## src/rtl/semaforo_cruce.sv

```systemverilog
// Two-way intersection controller with all-red clearance and a synchronised pedestrian request.
// Define SEMAFORO_NIGHT_EN to add the night flashing mode driven by the night input.
module semaforo_cruce #(
    parameter int CNT_W      = 32,
    parameter int GREEN_A    = 20000000,
    parameter int GREEN_B    = 10000000,
    parameter int YELLOW     = 10000000,
    parameter int ALLRED     = 5000000,
    parameter int MIN_GREEN  = 5000000,
    parameter int FLASH_HALF = 12500000
) (
    input  logic clk,
    input  logic rst_n,
    input  logic button,
    input  logic night,
    output logic a_red,
    output logic a_yellow,
    output logic a_green,
    output logic b_red,
    output logic b_yellow,
    output logic b_green,
    output logic walk,
    output logic req_pending
);

`ifdef SEMAFORO_NIGHT_EN
    typedef enum logic [2:0] {
        ALLRED_B = 3'd0,
        A_GREEN  = 3'd1,
        A_YELLOW = 3'd2,
        ALLRED_A = 3'd3,
        B_GREEN  = 3'd4,
        B_YELLOW = 3'd5,
        NIGHT    = 3'd6
    } state_t;
`else
    typedef enum logic [2:0] {
        ALLRED_B = 3'd0,
        A_GREEN  = 3'd1,
        A_YELLOW = 3'd2,
        ALLRED_A = 3'd3,
        B_GREEN  = 3'd4,
        B_YELLOW = 3'd5
    } state_t;
`endif

    localparam logic [CNT_W-1:0] ONE    = CNT_W'(1);
    localparam logic [CNT_W-1:0] GA_END = CNT_W'(GREEN_A - 1);
    localparam logic [CNT_W-1:0] GB_END = CNT_W'(GREEN_B - 1);
    localparam logic [CNT_W-1:0] YE_END = CNT_W'(YELLOW - 1);
    localparam logic [CNT_W-1:0] AR_END = CNT_W'(ALLRED - 1);
    localparam logic [CNT_W-1:0] MG_END = CNT_W'(MIN_GREEN - 1);

    state_t             state_r;
    state_t             state_nx_s;
    logic [CNT_W-1:0]   cnt_r;
    logic [CNT_W-1:0]   cnt_nx_s;
    logic [CNT_W-1:0]   end_s;
    logic               last_s;
    logic               req_r;
    logic               req_nx_s;
    logic               sync1_r;
    logic               sync2_r;
    logic               prev_r;
    logic               edge_s;
    logic [6:0]         lamps_s;

`ifdef SEMAFORO_NIGHT_EN
    localparam logic [CNT_W-1:0] FL_END = CNT_W'(FLASH_HALF - 1);
    logic               flash_r;
    logic               flash_nx_s;
`else
    logic               unused_night_s;
    assign unused_night_s = night | (FLASH_HALF == 0);
`endif

    // Button synchroniser and rising-edge history
    always_ff @(posedge clk or negedge rst_n) begin
        if (!rst_n) begin
            sync1_r <= 1'b0;
            sync2_r <= 1'b0;
            prev_r  <= 1'b0;
        end else begin
            sync1_r <= button;
            sync2_r <= sync1_r;
            prev_r  <= sync2_r;
        end
    end

    assign edge_s = sync2_r & ~prev_r;
    assign last_s = (cnt_r == end_s);

    // Last count value of the current phase
    always_comb begin
        end_s = AR_END;
        case (state_r)
            ALLRED_B: end_s = AR_END;
            A_GREEN:  end_s = GA_END;
            A_YELLOW: end_s = YE_END;
            ALLRED_A: end_s = AR_END;
            B_GREEN:  end_s = GB_END;
            B_YELLOW: end_s = YE_END;
`ifdef SEMAFORO_NIGHT_EN
            NIGHT:    end_s = FL_END;
`endif
            default:  end_s = AR_END;
        endcase
    end

    // Next phase, counter and request
    always_comb begin
        state_nx_s = state_r;
        cnt_nx_s   = cnt_r + ONE;
`ifdef SEMAFORO_NIGHT_EN
        flash_nx_s = flash_r;
`endif
        case (state_r)
            ALLRED_B: begin
                if (last_s) begin
                    cnt_nx_s = '0;
`ifdef SEMAFORO_NIGHT_EN
                    if (night) begin
                        state_nx_s = NIGHT;
                        flash_nx_s = 1'b1;
                    end else begin
                        state_nx_s = A_GREEN;
                    end
`else
                    state_nx_s = A_GREEN;
`endif
                end else begin
                    state_nx_s = ALLRED_B;
                end
            end
            A_GREEN: begin
                // A waiting pedestrian may shorten green once the minimum has elapsed
                if (last_s || (req_r && (cnt_r >= MG_END))) begin
                    state_nx_s = A_YELLOW;
                    cnt_nx_s   = '0;
                end else begin
                    state_nx_s = A_GREEN;
                end
            end
            A_YELLOW: begin
                if (last_s) begin
                    state_nx_s = ALLRED_A;
                    cnt_nx_s   = '0;
                end else begin
                    state_nx_s = A_YELLOW;
                end
            end
            ALLRED_A: begin
                if (last_s) begin
                    cnt_nx_s = '0;
`ifdef SEMAFORO_NIGHT_EN
                    if (night) begin
                        state_nx_s = NIGHT;
                        flash_nx_s = 1'b1;
                    end else begin
                        state_nx_s = B_GREEN;
                    end
`else
                    state_nx_s = B_GREEN;
`endif
                end else begin
                    state_nx_s = ALLRED_A;
                end
            end
            B_GREEN: begin
                if (last_s) begin
                    state_nx_s = B_YELLOW;
                    cnt_nx_s   = '0;
                end else begin
                    state_nx_s = B_GREEN;
                end
            end
            B_YELLOW: begin
                if (last_s) begin
                    state_nx_s = ALLRED_B;
                    cnt_nx_s   = '0;
                end else begin
                    state_nx_s = B_YELLOW;
                end
            end
`ifdef SEMAFORO_NIGHT_EN
            NIGHT: begin
                // Leave night mode only on a half-period boundary
                if (last_s) begin
                    cnt_nx_s = '0;
                    if (night) begin
                        state_nx_s = NIGHT;
                        flash_nx_s = ~flash_r;
                    end else begin
                        state_nx_s = ALLRED_B;
                    end
                end else begin
                    state_nx_s = NIGHT;
                end
            end
`endif
            default: begin
                state_nx_s = ALLRED_B;
                cnt_nx_s   = '0;
            end
        endcase

        // Walk is already granted in B_GREEN, so the request clears on entry and later edges drop
        if ((state_r == B_GREEN) || (state_nx_s == B_GREEN)) begin
            req_nx_s = 1'b0;
`ifdef SEMAFORO_NIGHT_EN
        end else if ((state_r == NIGHT) || (state_nx_s == NIGHT)) begin
            req_nx_s = 1'b0;
`endif
        end else begin
            req_nx_s = req_r | edge_s;
        end
    end

    // Lamp pattern {a_red, a_yellow, a_green, b_red, b_yellow, b_green, walk} for the next phase
    always_comb begin
        lamps_s = 7'b100_100_0;
        case (state_nx_s)
            ALLRED_B: lamps_s = 7'b100_100_0;
            A_GREEN:  lamps_s = 7'b001_100_0;
            A_YELLOW: lamps_s = 7'b010_100_0;
            ALLRED_A: lamps_s = 7'b100_100_0;
            B_GREEN:  lamps_s = 7'b100_001_1;
            B_YELLOW: lamps_s = 7'b100_010_0;
`ifdef SEMAFORO_NIGHT_EN
            NIGHT:    lamps_s = {1'b0, flash_nx_s, 1'b0, 1'b0, flash_nx_s, 1'b0, 1'b0};
`endif
            default:  lamps_s = 7'b100_100_0;
        endcase
    end

    // Phase state, counter, request and registered lamp outputs
    always_ff @(posedge clk or negedge rst_n) begin
        if (!rst_n) begin
            state_r     <= ALLRED_B;
            cnt_r       <= '0;
            req_r       <= 1'b0;
`ifdef SEMAFORO_NIGHT_EN
            flash_r     <= 1'b0;
`endif
            a_red       <= 1'b1;
            a_yellow    <= 1'b0;
            a_green     <= 1'b0;
            b_red       <= 1'b1;
            b_yellow    <= 1'b0;
            b_green     <= 1'b0;
            walk        <= 1'b0;
            req_pending <= 1'b0;
        end else begin
            state_r     <= state_nx_s;
            cnt_r       <= cnt_nx_s;
            req_r       <= req_nx_s;
`ifdef SEMAFORO_NIGHT_EN
            flash_r     <= flash_nx_s;
`endif
            a_red       <= lamps_s[6];
            a_yellow    <= lamps_s[5];
            a_green     <= lamps_s[4];
            b_red       <= lamps_s[3];
            b_yellow    <= lamps_s[2];
            b_green     <= lamps_s[1];
            walk        <= lamps_s[0];
            req_pending <= req_nx_s;
        end
    end

endmodule

```

## config.mk

```make
export PLATFORM = sky130hd
export DESIGN_NAME = semaforo_cruce
export DESIGN_NICKNAME = d
export VERILOG_FILES = /design/src/rtl/semaforo_cruce.sv
export SDC_FILE = /design/constraint.sdc
export NUM_CORES = 1
export LEC_CHECK = 0
export ABC_CLOCK_PERIOD_IN_PS = 6500
export BUFFER_PORTS_ARGS = -buffer_cell sky130_fd_sc_hd__buf_4
export CORE_ASPECT_RATIO = 0.8
export CORE_MARGIN = 10
export CORE_UTILIZATION = 45
export DETAILED_ROUTE_END_ITERATION = 8
export SETUP_SLACK_MARGIN = 0.4
export SYNTH_ARGS = -nofsm -noshare
export SYNTH_HDL_FRONTEND = slang
export SYNTH_SLANG_ARGS = --single-unit
```

## constraint.sdc

```tcl
create_clock -name clk -period 6.5 [get_ports clk]
set_input_delay 0 -clock clk [delete_from_list [all_inputs] [get_ports clk]]
set_output_delay 0 -clock clk [all_outputs]
set_load 0.005 [all_outputs]
```

# Yosys cells after proc, flatten, opt, wreduce, memory -nomap -nowiden

Index checks and enable logic that the tools add are counted.

Flip-flop bits (word level): 46
Output and inout port bits: 8

Add/subtract/negate cells: 1
Equality and inequality tests: 10
Reductions and logical operators: 6
Bitwise gates (word level): 3
Multiplexer cells: 13
Magnitude comparators: 1

Operators with widths:

| operator                                              | number |
|---|---|
| two-way mux 32 bit                                    | 2 |
| case mux 32 bit (2 select lines)                      | 1 |
| case mux 25 bit (2 select lines)                      | 1 |
| adder 32 x 1 -> 32 bit, second input constant         | 1 |
| == test 32 bit                                        | 1 |
| >= comparator 32 x 23 -> 1 bit, second input constant | 1 |
| case mux 7 bit (4 select lines)                       | 1 |
| case mux 3 bit (6 select lines)                       | 1 |
| == test 3 bit, second input constant                  | 4 |
| == test 3 x 2 -> 1 bit, second input constant         | 3 |
| == test 3 x 1 -> 1 bit, second input constant         | 2 |
| two-way mux 3 bit                                     | 2 |
| OR reduction 5 bit                                    | 1 |
| two-way mux 1 bit                                     | 4 |
| logical NOT 3 bit                                     | 1 |
| OR reduction 3 bit                                    | 1 |
| logical OR 1 bit                                      | 2 |
| two-way mux 2 bit                                     | 1 |
| bitwise AND 1 bit                                     | 1 |
| logical AND 1 bit                                     | 1 |
| inverter 1 bit                                        | 1 |
| OR 1 bit                                              | 1 |

# Logic depth before layout (Yosys ltp)

Gate-level depths: netlist (run 1).

Depth in word-level cells: 10
Gate-level depth with buffers: 9
Depth with buffers taken out: 7

# Worst setup path before layout (run 1)

No wires, ideal clock.

Kind: reg-to-reg
From: register state_r[1]
To: register cnt_r[13]
Period minus slack after synthesis: 2180 ps
Setup time: 129 ps
Data arrival time: 2052 ps
Cell stages (with the launch flop): 8
Path slack: 4320 ps
Cells stage by stage: dfrtp_1 -> or3_4 -> a2111o_1 -> a221oi_4 -> nand3_2 -> nand2b_4 -> buf_12 -> nor3_2

Cells in the longest elaborated chain, start to end: 7
Elaborated cells between the ends (all ways): 14

RTL lines:

| item                                                    | RTL line | source |
|---|---|---|
| start: declaration                                      | 54       | `state_t state_r;` |
| start signal: assignment                                | 254      | `state_r <= state_nx_s;` |
| == test 3 bit or == test 3 x 2 -> 1 bit (tied branches) | 96, 117  |  |
| OR reduction 3 bit (no source line)                     | n/a      |  |
| case mux 25 bit (2 select lines)                        | 96       | `case (state_r)` |
| == test 32 bit                                          | 91       | `assign last_s = (cnt_r == end_s);` |
| logical OR 1 bit                                        | 137      | `if (last_s \|\| (req_r && (cnt_r >= MG_END))) begin` |
| two-way mux 32 bit                                      | 137      |  |
| case mux 32 bit (2 select lines) *                      | 117      | `case (state_r)` |
| named net cnt_nx_s[13]                                  | 57       | `logic [CNT_W-1:0] cnt_nx_s;` |
| end signal: assignment                                  | 255      | `cnt_r <= cnt_nx_s;` |
| end: declaration                                        | 56       | `logic [CNT_W-1:0] cnt_r;` |

Mark *: on every way through the listed nets, which the timed path passes. The rest lies on a longest branch.

# Final worst setup path (run 1)

From: register state_r[1]
To: register cnt_r[2]

Same word-level chain as after synthesis.

==> metrics.txt, run 1 <==
# TYPE chip_impl_metric gauge
chip_impl_info{name="run_status",value="finished clean"} 1
chip_impl_info{name="dominant_combinational_cell_family_by_area_after_synthesis",value="simple AND/OR/NAND/NOR gates"} 1
chip_impl_metric{name="synth-simple-area-share",unit=""} 0.3258
chip_impl_metric{name="post_synth_num_cell_types",unit=""} 60
chip_impl_metric{name="reg2reg_setup_slack",unit="ns"} 3.69
chip_impl_metric{name="critPathMaxFanout",unit=""} 32
chip_impl_metric{name="initialDrtViolationCount",unit=""} 154
chip_impl_info{name="worst-setup-path-type",value="flip-flop to flip-flop"} 1
chip_impl_metric{name="compound_gate_fraction_of_synth_area",unit=""} 0.1189
chip_impl_metric{name="clock_skew",unit="ns"} 0.007740
chip_impl_metric{name="initial_utilization",unit=""} 0.4596
chip_impl_info{name="synthTopCellsByCount",value="sky130_fd_sc_hd__dfrtp_1 (43), sky130_fd_sc_hd__nor3_2 (31), sky130_fd_sc_hd__nor2_1 (19), sky130_fd_sc_hd__clkbuf_1 (17), sky130_fd_sc_hd__xor2_1 (17)"} 1
chip_impl_info{name="critical_path.startpoint",value="state_r[1]$_DFF_PN0_"} 1
chip_impl_metric{name="synth-edff-count",unit=""} 0
chip_impl_metric{name="leakage",unit="nW"} 1.286
chip_impl_info{name="timing.critical_path.slowest_stage_cell",value="sky130_fd_sc_hd__dfrtp_1"} 1
chip_impl_info{name="setup_repair_after_global_routing_missed_its_margin",value="false"} 1
chip_impl_metric{name="cellPowerDensity",unit="nW/um2"} 152.2
chip_impl_metric{name="synth-adder-area-share",unit=""} 0.004292
chip_impl_metric{name="timing.max_slew.rel_slack",unit=""} 0.5806
chip_impl_metric{name="fin_tns_setup",unit="ns"} 0
chip_impl_metric{name="drtAntennaViolNets",unit=""} 0
chip_impl_metric{name="via_count",unit=""} 2136
chip_impl_metric{name="global_route.overflow_total",unit=""} 0
chip_impl_info{name="tritoncts",value="built"} 1
chip_impl_metric{name="routed_wl",unit="mm"} 6.153
chip_impl_metric{name="syn-mean-instance-area",unit="um2"} 9.783
chip_impl_info{name="crit_path_capture",value="cnt_r[2]$_DFF_PN0_"} 1
chip_impl_metric{name="grt_pass1_vias",unit=""} 2077
chip_impl_metric{name="post_synth_instance_area",unit="um2"} 2915
chip_impl_info{name="critical_path.endpoint_type",value="flip-flop"} 1
chip_impl_metric{name="die_area",unit="um2"} 10120
chip_impl_metric{name="count_of_input_and_output_buffers",unit=""} 10
chip_impl_metric{name="gr-usage-all-layers",unit=""} 0.1329
chip_impl_metric{name="synthMuxAreaShare",unit=""} 0.006867
chip_impl_metric{name="critical_path_cell_count",unit=""} 6
chip_impl_metric{name="worst-slew-pin-transition",unit="ns"} 0.6243
chip_impl_metric{name="cts-buffers-inserted",unit=""} 5
chip_impl_metric{name="dieWidth",unit="um"} 110.0
chip_impl_metric{name="worst_setup_hold_path_clk_slew",unit="ns"} 0.08
chip_impl_metric{name="cp_slowest_stage_delay",unit="ns"} 0.69
chip_impl_metric{name="routabilityCongestion",unit=""} 0.8724
chip_impl_info{name="yosys-top-cells-area",value="sky130_fd_sc_hd__dfrtp_1 (37%), sky130_fd_sc_hd__nor3_2 (11%), sky130_fd_sc_hd__xor2_1 (5.1%), sky130_fd_sc_hd__xnor2_1 (4.2%), sky130_fd_sc_hd__nand4_1 (3.2%)"} 1
chip_impl_metric{name="design.core.area",unit="um2"} 6344
chip_impl_metric{name="maximum_number_of_pins_on_one_net_before_global_route_repair",unit=""} 46
chip_impl_metric{name="placementRows",unit=""} 26
chip_impl_metric{name="clock_sinks",unit=""} 45
chip_impl_metric{name="hpwl",unit="mm"} 4.212
chip_impl_metric{name="postSynthNetCount",unit=""} 303
chip_impl_metric{name="vias_per_cell",unit=""} 5.696
chip_impl_metric{name="synth.ff_latch_count",unit=""} 45
chip_impl_metric{name="sequential_fraction_of_the_synthesis_area",unit=""} 0.3871
chip_impl_metric{name="max_cap_violation_count",unit=""} 0
chip_impl_metric{name="worst-endpoint-arrival",unit="ns"} 2.98
chip_impl_metric{name="firstDrtPassIters",unit=""} 4
chip_impl_info{name="crit_path_start_kind",value="flip-flop"} 1
chip_impl_metric{name="post_synth_xor_area_fraction",unit=""} 0.09313
chip_impl_metric{name="reg2reg_depth",unit=""} 6
chip_impl_metric{name="achievable-frequency",unit="GHz"} 0.3553
chip_impl_metric{name="setup_violators_final",unit=""} 0
chip_impl_metric{name="finalHoldViolations",unit=""} 0
chip_impl_metric{name="insertedDiodeCount",unit=""} 0
chip_impl_metric{name="ios",unit=""} 12
chip_impl_metric{name="clkLatencyLatePin",unit="ns"} 0.30
chip_impl_metric{name="die_height",unit="um"} 91.99
chip_impl_metric{name="min_period_over_period",unit=""} 0.4330
chip_impl_info{name="post-synth-top-count-cell",value="sky130_fd_sc_hd__dfrtp_1"} 1
chip_impl_metric{name="wire_length_of_the_first_global_routing_pass",unit="mm"} 11.07
chip_impl_info{name="worstReg2RegStart",value="state_r[1]$_DFF_PN0_"} 1
chip_impl_metric{name="drive_gt1_frac",unit=""} 0.2096
chip_impl_info{name="crit_chain",value="o21ai_0 -> a2111o_1 -> a221oi_4 -> nand3_2 -> nand2b_4 -> nor3_1"} 1
chip_impl_metric{name="proportion_of_netlist_area_held_by_the_largest_area_contributor",unit=""} 0.3691
chip_impl_info{name="synth_top_flop_cell",value="sky130_fd_sc_hd__dfrtp_1"} 1
chip_impl_metric{name="post-route-drc-count",unit=""} 0
chip_impl_metric{name="clock_tree.htree_level_count",unit=""} 2
chip_impl_metric{name="cp_num_buf_inv",unit=""} 0
chip_impl_metric{name="worst_ir_drop_vdd",unit="mV"} 0.09515
chip_impl_metric{name="layoutNonFillerInstCount",unit=""} 375
chip_impl_metric{name="synth.yosys.warnings",unit=""} 0
chip_impl_metric{name="number_of_max_slew_violations_in_the_final_report",unit=""} 0
chip_impl_metric{name="nNetsFinal",unit=""} 296
chip_impl_metric{name="layout_min_cycle_time",unit="ns"} 2.815
chip_impl_info{name="netlist.top_cell.by_area",value="sky130_fd_sc_hd__dfrtp_1"} 1
chip_impl_metric{name="async_flop_share",unit=""} 1.000
chip_impl_metric{name="post_dr_wirelength_cell",unit="um"} 16.41
chip_impl_info{name="capturing_point_of_the_worst_reg2reg_path",value="cnt_r[2]$_DFF_PN0_"} 1
chip_impl_metric{name="synth_cells",unit=""} 298
chip_impl_info{name="min_path_type",value="primary input to asynchronous set/reset pin"} 1
chip_impl_info{name="path_delay_family",value="compound AO/OA/AOI/OAI gates"} 1
chip_impl_metric{name="syn2layout_area_growth",unit="%"} 4.764
chip_impl_metric{name="cts_resized",unit=""} 0
chip_impl_info{name="root_buffer",value="sky130_fd_sc_hd__clkbuf_8"} 1
chip_impl_metric{name="postCtsSetupRepairBufs",unit=""} 0
chip_impl_metric{name="hold_buffers",unit=""} 2
chip_impl_metric{name="cts_max_path_buffers",unit=""} 2
chip_impl_metric{name="dp.cells",unit=""} 366
chip_impl_metric{name="number_of_antenna_violations_at_the_first_check_in_global_routing",unit=""} 0
chip_impl_metric{name="cp.required",unit="ns"} 6.67
worst register-to-register path: stages (launching register included):
cell and delay (ns):
sky130_fd_sc_hd__dfrtp_1 0.69, sky130_fd_sc_hd__o21ai_0 0.36, sky130_fd_sc_hd__a2111o_1 0.50, sky130_fd_sc_hd__a221oi_4 0.36, sky130_fd_sc_hd__nand3_2 0.19, sky130_fd_sc_hd__nand2b_4 0.45, sky130_fd_sc_hd__nor3_1 0.13
worst min-delay path by stage:
stage	from	end	cells past startpoint
after floorplan	rst_n	a_green$_DFF_PN0_	0
after global placement	rst_n	cnt_r[25]$_DFF_PN0_	1
after global routing	rst_n	cnt_r[23]$_DFF_PN0_	2
after detailed placement	rst_n	cnt_r[23]$_DFF_PN0_	1
after CTS	rst_n	cnt_r[23]$_DFF_PN0_	2
final	rst_n	cnt_r[23]$_DFF_PN0_	2
layout make-up:
type / count / area [um2]
clock buffers: 7 / 86.33
multi-input cells: 219 / 1605
fillers: 608 / 3289
well taps: 84 / 105.1
flip-flops and latches: 45 / 1129
inverters: 7 / 26.28
repair buffers: 13 / 102.6
cell usage in the layout (no fill, tap or decap), types with 6 or more instances in the layout:
cell                       instances
sky130_fd_sc_hd__nor2_1           19
sky130_fd_sc_hd__clkbuf_8          6
sky130_fd_sc_hd__buf_4            11
sky130_fd_sc_hd__nand2_1          16
sky130_fd_sc_hd__o21ai_0           6
sky130_fd_sc_hd__xor2_1           17
sky130_fd_sc_hd__and3_1            8
sky130_fd_sc_hd__inv_1             7
sky130_fd_sc_hd__nand3_1          14
sky130_fd_sc_hd__dfrtp_1          43
sky130_fd_sc_hd__nand4_1          15
sky130_fd_sc_hd__a21oi_1           6
sky130_fd_sc_hd__xnor2_1          14
sky130_fd_sc_hd__nor2b_1           6
sky130_fd_sc_hd__nor3_2           32
where the power goes:
part            total (W)  switching (W)  internal, W
logic          0.00000722     0.00000562   0.00000160
clock network    0.000177      0.0000922    0.0000845
registers        0.000281    0.000000295     0.000281
total            0.000465      0.0000982     0.000367
layer usage:
layer / wire length [um] / GRT usage
met1: 3216 / 0.2094
met2: 2577 / 0.1775
met5: 0 / 0
met3: 303 / 0.02448
met4: 56 / 0.03247
kinds of logic after synthesis:
group                    Yosys count
AO/OA/AOI/OAI                     43
XOR/XNOR                          31
adder cells (fa/ha/maj)            1
buffers and inverters             34
flip-flops                        45
multiplexers                       2
AND/OR/NAND/NOR                  142
through the flow:
| stage | setup slack, ns | hold WS [ns] | utilization | instance area, um2 | power, W |
|---|---|---|---|---|---|
| after floorplan | 4.320 | -0.2956 | - | 2915 | 0.0002866 |
| after global placement | 3.718 | 0.04732 | 0.4647 | 2948 | 0.0002933 |
| after detailed placement | 3.708 | 0.04610 | 0.4647 | 2948 | 0.0002934 |
| after CTS | 3.695 | 0.2818 | 0.4815 | 3054 | 0.0004720 |
| after global routing | 3.416 | 0.2997 | 0.4815 | 3054 | 0.0004840 |
| final | 3.685 | 0.2323 | 0.4815 | 3054 | 0.0004649 |
sequential cells by signal, indices dropped and copies added (netlist names):
register and flops:
sync1_r 1, state_r 3, b_red 1, b_yellow 1, prev_r 1, req_r 1
a_yellow 1, a_red 1, b_green 1, a_green 1, sync2_r 1, cnt_r 32
Note: power is estimated with default switching activity, not from simulation.
==> inputs of run 2 (changes only) <==
Settings changed: ABC_AREA from default to 1, ABC_CLOCK_PERIOD_IN_PS 6500 to 2800.
Clock period 6.5 ns to 2.8 ns, I/O delays scaled along.
==> run 2 against run 1 <==
Effect of this change:
- via count increased by 22%
- design area up 2.9%
- worst setup slack worse by 3.1 ns
- count of clock-buffer cells in the layout stayed put
- clock power is 120% higher
- combinational power is 130% higher
- fmax rose by 26%
- sequential power grew 130%
- routed wire length grew 13%
- clock skew grew 0.0015 ns
- critical path type unchanged
- highest routed layer unchanged
==> metrics.txt, run 2 <==
# TYPE chip_impl_metric gauge
chip_impl_info{name="run_status",value="finished clean"} 1
chip_impl_metric{name="clock_sinks",unit=""} 45
chip_impl_metric{name="register_area",unit="um2"} 1129
chip_impl_info{name="min_path_type",value="primary input to asynchronous set/reset pin"} 1
chip_impl_metric{name="setup_violators_final",unit=""} 0
chip_impl_info{name="netlist.top_cell.by_area",value="sky130_fd_sc_hd__dfrtp_1"} 1
chip_impl_metric{name="synth_cells",unit=""} 398
chip_impl_info{name="max_flop_register",value="cnt_r"} 1
chip_impl_metric{name="dieWidth",unit="um"} 109.7
chip_impl_metric{name="cellInternalPower",unit="W"} 0.0008321
chip_impl_metric{name="postSynthNetCount",unit=""} 403
chip_impl_metric{name="sequential_fraction_of_the_synthesis_area",unit=""} 0.3896
chip_impl_metric{name="global_route.overflow_total",unit=""} 0
chip_impl_metric{name="cellPowerDensity",unit="nW/um2"} 338.3
chip_impl_metric{name="max_cap_violation_count",unit=""} 0
chip_impl_info{name="critical_path.endpoint_type",value="flip-flop"} 1
chip_impl_metric{name="drtAntennaViolNets",unit=""} 0
chip_impl_metric{name="clock_tree.htree_level_count",unit=""} 2
chip_impl_metric{name="min_period_over_period",unit=""} 0.8000
chip_impl_metric{name="synth.yosys.warnings",unit=""} 0
chip_impl_metric{name="cp_slowest_stage_delay",unit="ns"} 0.46
chip_impl_metric{name="initialDrtViolationCount",unit=""} 187
chip_impl_metric{name="async_flop_share",unit=""} 1.000
chip_impl_metric{name="placementRows",unit=""} 26
chip_impl_metric{name="hold_slack",unit="ns"} 0.2351
chip_impl_metric{name="hpwl",unit="mm"} 4.990
chip_impl_metric{name="achievable-frequency",unit="GHz"} 0.4464
chip_impl_metric{name="cts-buffers-inserted",unit=""} 5
chip_impl_metric{name="design.core.area",unit="um2"} 6311
chip_impl_metric{name="layout_min_cycle_time",unit="ns"} 2.240
chip_impl_info{name="critical_path.most_common_cell",value="sky130_fd_sc_hd__nand2_1"} 1
chip_impl_info{name="largest_registers",value="cnt_r: 32 flops, state_r: 3 flops"} 1
chip_impl_metric{name="routabilityCongestion",unit=""} 0.9747
chip_impl_metric{name="worst_setup_hold_path_clk_slew",unit="ns"} 0.09
chip_impl_metric{name="cts_max_path_buffers",unit=""} 2
chip_impl_metric{name="share_of_total_power_in_the_clock_network",unit=""} 0.371
chip_impl_metric{name="initial_utilization",unit=""} 0.4590
chip_impl_metric{name="count_of_input_and_output_buffers",unit=""} 10
chip_impl_metric{name="postLayoutCoreUtil",unit=""} 0.4982
chip_impl_metric{name="syn-mean-instance-area",unit="um2"} 7.278
chip_impl_metric{name="netsw",unit="W"} 0.0002314
chip_impl_metric{name="power.share.switching",unit=""} 0.2176
chip_impl_metric{name="ios",unit=""} 12
chip_impl_info{name="setup_repair_after_global_routing_missed_its_margin",value="true"} 1
chip_impl_metric{name="routed_wl",unit="mm"} 6.960
chip_impl_info{name="timing.critical_path.slowest_stage_cell",value="sky130_fd_sc_hd__dfrtp_1"} 1
chip_impl_metric{name="clock_skew",unit="ns"} 0.009230
chip_impl_metric{name="leakage",unit="nW"} 1.389
chip_impl_metric{name="maximum_number_of_pins_on_one_net_before_global_route_repair",unit=""} 46
chip_impl_metric{name="logic_pwr_share",unit=""} 0.016
chip_impl_metric{name="post-route-drc-count",unit=""} 0
chip_impl_metric{name="insertedDiodeCount",unit=""} 0
chip_impl_metric{name="largest_register_ff_count",unit=""} 32
chip_impl_info{name="crit_chain",value="inv_2 -> nand3_4 -> inv_2 -> nand2_1 -> nand2_1 -> nand2_1 -> nor2_4 -> nand2_4 -> nand2_2 -> nand3_2 -> nor2_2 -> nand3_2 -> nand2_1 -> inv_1"} 1
chip_impl_metric{name="drive_gt1_frac",unit=""} 0.1201
chip_impl_metric{name="seq_power_share",unit=""} 0.613
chip_impl_metric{name="grt_pass1_vias",unit=""} 2505
chip_impl_metric{name="firstDrtPassIters",unit=""} 7
chip_impl_metric{name="fin_tns_setup",unit="ns"} 0
chip_impl_info{name="root_buffer",value="sky130_fd_sc_hd__clkbuf_8"} 1
chip_impl_info{name="layout.cells.most_common",value="sky130_fd_sc_hd__nand2_1"} 1
chip_impl_metric{name="number_of_antenna_violations_at_the_first_check_in_global_routing",unit=""} 0
chip_impl_metric{name="critPathMaxFanout",unit=""} 15
chip_impl_metric{name="number_of_max_slew_violations_in_the_final_report",unit=""} 0
chip_impl_metric{name="wire_length_of_the_first_global_routing_pass",unit="mm"} 11.74
chip_impl_metric{name="fillCellCount",unit=""} 643
chip_impl_metric{name="die_height",unit="um"} 91.76
chip_impl_metric{name="multiInputGateArea",unit="um2"} 1544
chip_impl_metric{name="timing.max_slew.rel_slack",unit=""} 0.5999
chip_impl_metric{name="synth-edff-count",unit=""} 0
chip_impl_metric{name="syn2layout_area_growth",unit="%"} 8.553
chip_impl_metric{name="worst_ir_drop_vdd",unit="mV"} 0.1648
chip_impl_metric{name="post_synth_num_cell_types",unit=""} 30
chip_impl_metric{name="worst-slew-pin-transition",unit="ns"} 0.5973
chip_impl_metric{name="gr-usage-all-layers",unit=""} 0.1422
chip_impl_metric{name="nNetsFinal",unit=""} 412
chip_impl_metric{name="via_count",unit=""} 2602
chip_impl_info{name="most-common-layout-cells",value="sky130_fd_sc_hd__nand2_1 (94), sky130_fd_sc_hd__nor2_1 (72), sky130_fd_sc_hd__dfrtp_1 (43), sky130_fd_sc_hd__inv_1 (38), sky130_fd_sc_hd__nor3_1 (25)"} 1
chip_impl_metric{name="die_area",unit="um2"} 10070
chip_impl_metric{name="worst-endpoint-arrival",unit="ns"} 2.48
chip_impl_info{name="synth_top_flop_cell",value="sky130_fd_sc_hd__dfrtp_1"} 1
chip_impl_info{name="tritoncts",value="built"} 1
chip_impl_metric{name="vias_per_cell",unit=""} 5.289
chip_impl_metric{name="post_dr_wirelength_cell",unit="um"} 14.15
chip_impl_metric{name="finalHoldViolations",unit=""} 0
chip_impl_metric{name="synth.ff_latch_count",unit=""} 45
chip_impl_info{name="post-synth-top-count-cell",value="sky130_fd_sc_hd__nand2_1"} 1
chip_impl_info{name="yosys-top-cells-area",value="sky130_fd_sc_hd__dfrtp_1 (37%), sky130_fd_sc_hd__nand2_1 (12%), sky130_fd_sc_hd__nor2_1 (9.3%), sky130_fd_sc_hd__xor2_1 (6.7%), sky130_fd_sc_hd__inv_1 (4.9%)"} 1
chip_impl_metric{name="clkLatencyLatePin",unit="ns"} 0.30
chip_impl_info{name="crit_path_start_kind",value="flip-flop"} 1
chip_impl_metric{name="proportion_of_netlist_area_held_by_the_largest_area_contributor",unit=""} 0.3715
chip_impl_info{name="synthTopCellsByCount",value="sky130_fd_sc_hd__nand2_1 (94), sky130_fd_sc_hd__nor2_1 (72), sky130_fd_sc_hd__dfrtp_1 (43), sky130_fd_sc_hd__inv_1 (38), sky130_fd_sc_hd__nor3_1 (25)"} 1
chip_impl_metric{name="postCtsSetupRepairBufs",unit=""} 0
chip_impl_metric{name="post_synth_instance_area",unit="um2"} 2897
chip_impl_info{name="worst-setup-path-type",value="flip-flop to flip-flop"} 1
chip_impl_metric{name="cp.required",unit="ns"} 3.04
-- run 2: changes by cell type after synthesis, moves of 8 or more --
| cell | previous run | this run |
|---|---|---|
| sky130_fd_sc_hd__nand2_1 | 16 | 94 |
| sky130_fd_sc_hd__nor2_1 | 19 | 72 |
| sky130_fd_sc_hd__inv_1 | 7 | 38 |
| sky130_fd_sc_hd__nor3_2 | 31 | 2 |
| sky130_fd_sc_hd__nor3_1 | 5 | 25 |
| sky130_fd_sc_hd__clkbuf_1 | 17 | 2 |
| sky130_fd_sc_hd__xnor2_1 | 14 | 5 |
| sky130_fd_sc_hd__and3_1 | 8 | 0 |
-- run 2: logic make-up after synthesis --
| kind of cell | after synthesis | synth area share |
|---|---|---|
| AO/OA/AOI/OAI | 11 | 0.02462 |
| AND/OR/NAND/NOR | 256 | 0.4151 |
| buffers and inverters | 58 | 0.08467 |
| XOR/XNOR | 27 | 0.08164 |
| adder cells (fa/ha/maj) | 1 | 0.004319 |
| flip-flops | 45 | 0.3896 |
-- run 2: critical path, delay by kind of cell, from the launching register on --
family                 cells  cell delay (ns)
buffers and inverters      3             0.43
flip-flops                 1             0.46
AND/OR/NAND/NOR           11             1.28
-- run 2: final timing paths --
path / start / to / slack, ns / cells past startpoint
setup / recovery: state_r[2]$_DFF_PN0_ / a_red$_DFF_PN1_ / 0.56 / 14
setup reg to reg: state_r[2]$_DFF_PN0_ / a_red$_DFF_PN1_ / 0.56 / 14
max in group asynchronous: rst_n / cnt_r[20]$_DFF_PN0_ / 2.19 / 2
min in group clk: button / sync1_r$_DFF_PN0_ / 0.35 / 2
hold reg to reg: sync1_r$_DFF_PN0_ / sync2_r$_DFF_PN0_ / 0.35 / 0
hold / removal: rst_n / cnt_r[18]$_DFF_PN0_ / 0.24 / 2
-- run 2: area by class of cell --
class	instances	area share
flip-flops and latches	45	0.3589
multi-input cells	296	0.4910
repair buffers	15	0.03741
inverters	44	0.05253
clock inverters	1	0.002388
clock buffers	7	0.02427
well taps	84	0.03343
-- run 2: routing by layer --
layer | vias up | share of wire | global-route usage
met5 | - | 0 | 0
met4 | 0 | 0.018 | 0.04545
met3 | 13 | 0.064 | 0.03497
met2 | 96 | 0.43 | 0.2073
met1 | 1217 | 0.49 | 0.2003
li1 | 1276 | - | -
-- run 2: what timing repair did --
| item | 4_1_cts | 5_1_grt |
|---|---|---|
| hold buffers | 2 | 0 |
| endpoints found under the hold margin | 44 | 0 |
| endpoints found under the setup margin | 0 | 32 |
| gates resized for setup | 0 | 1 |
-- run 2: through the flow --
stage | area, um2 | power, W | setup slack [ns] | cells
after floorplan | 2897 | 0.0006656 | 0.9654 | 398
after global routing | 3144 | 0.001123 | 0.3591 | 492
final | 3144 | 0.001064 | 0.5601 | 492
after detailed placement | 3019 | 0.0006809 | 0.5251 | 481
after CTS | 3123 | 0.001091 | 0.5083 | 491
after global placement | 3019 | 0.0006807 | 0.5468 | 481
-- run 2: power by group through the flow --
stage	Clock [W]	Combinational (W)	Sequential, W
6_report	0.000395	0.0000167	0.000652
5_1_grt	0.000450	0.0000200	0.000653
4_1_cts	0.000421	0.0000181	0.000652
3_5_place_dp	0	0.0000159	0.000665
3_3_place_gp	0	0.0000157	0.000665
2_1_floorplan	0	0.000000510	0.000665
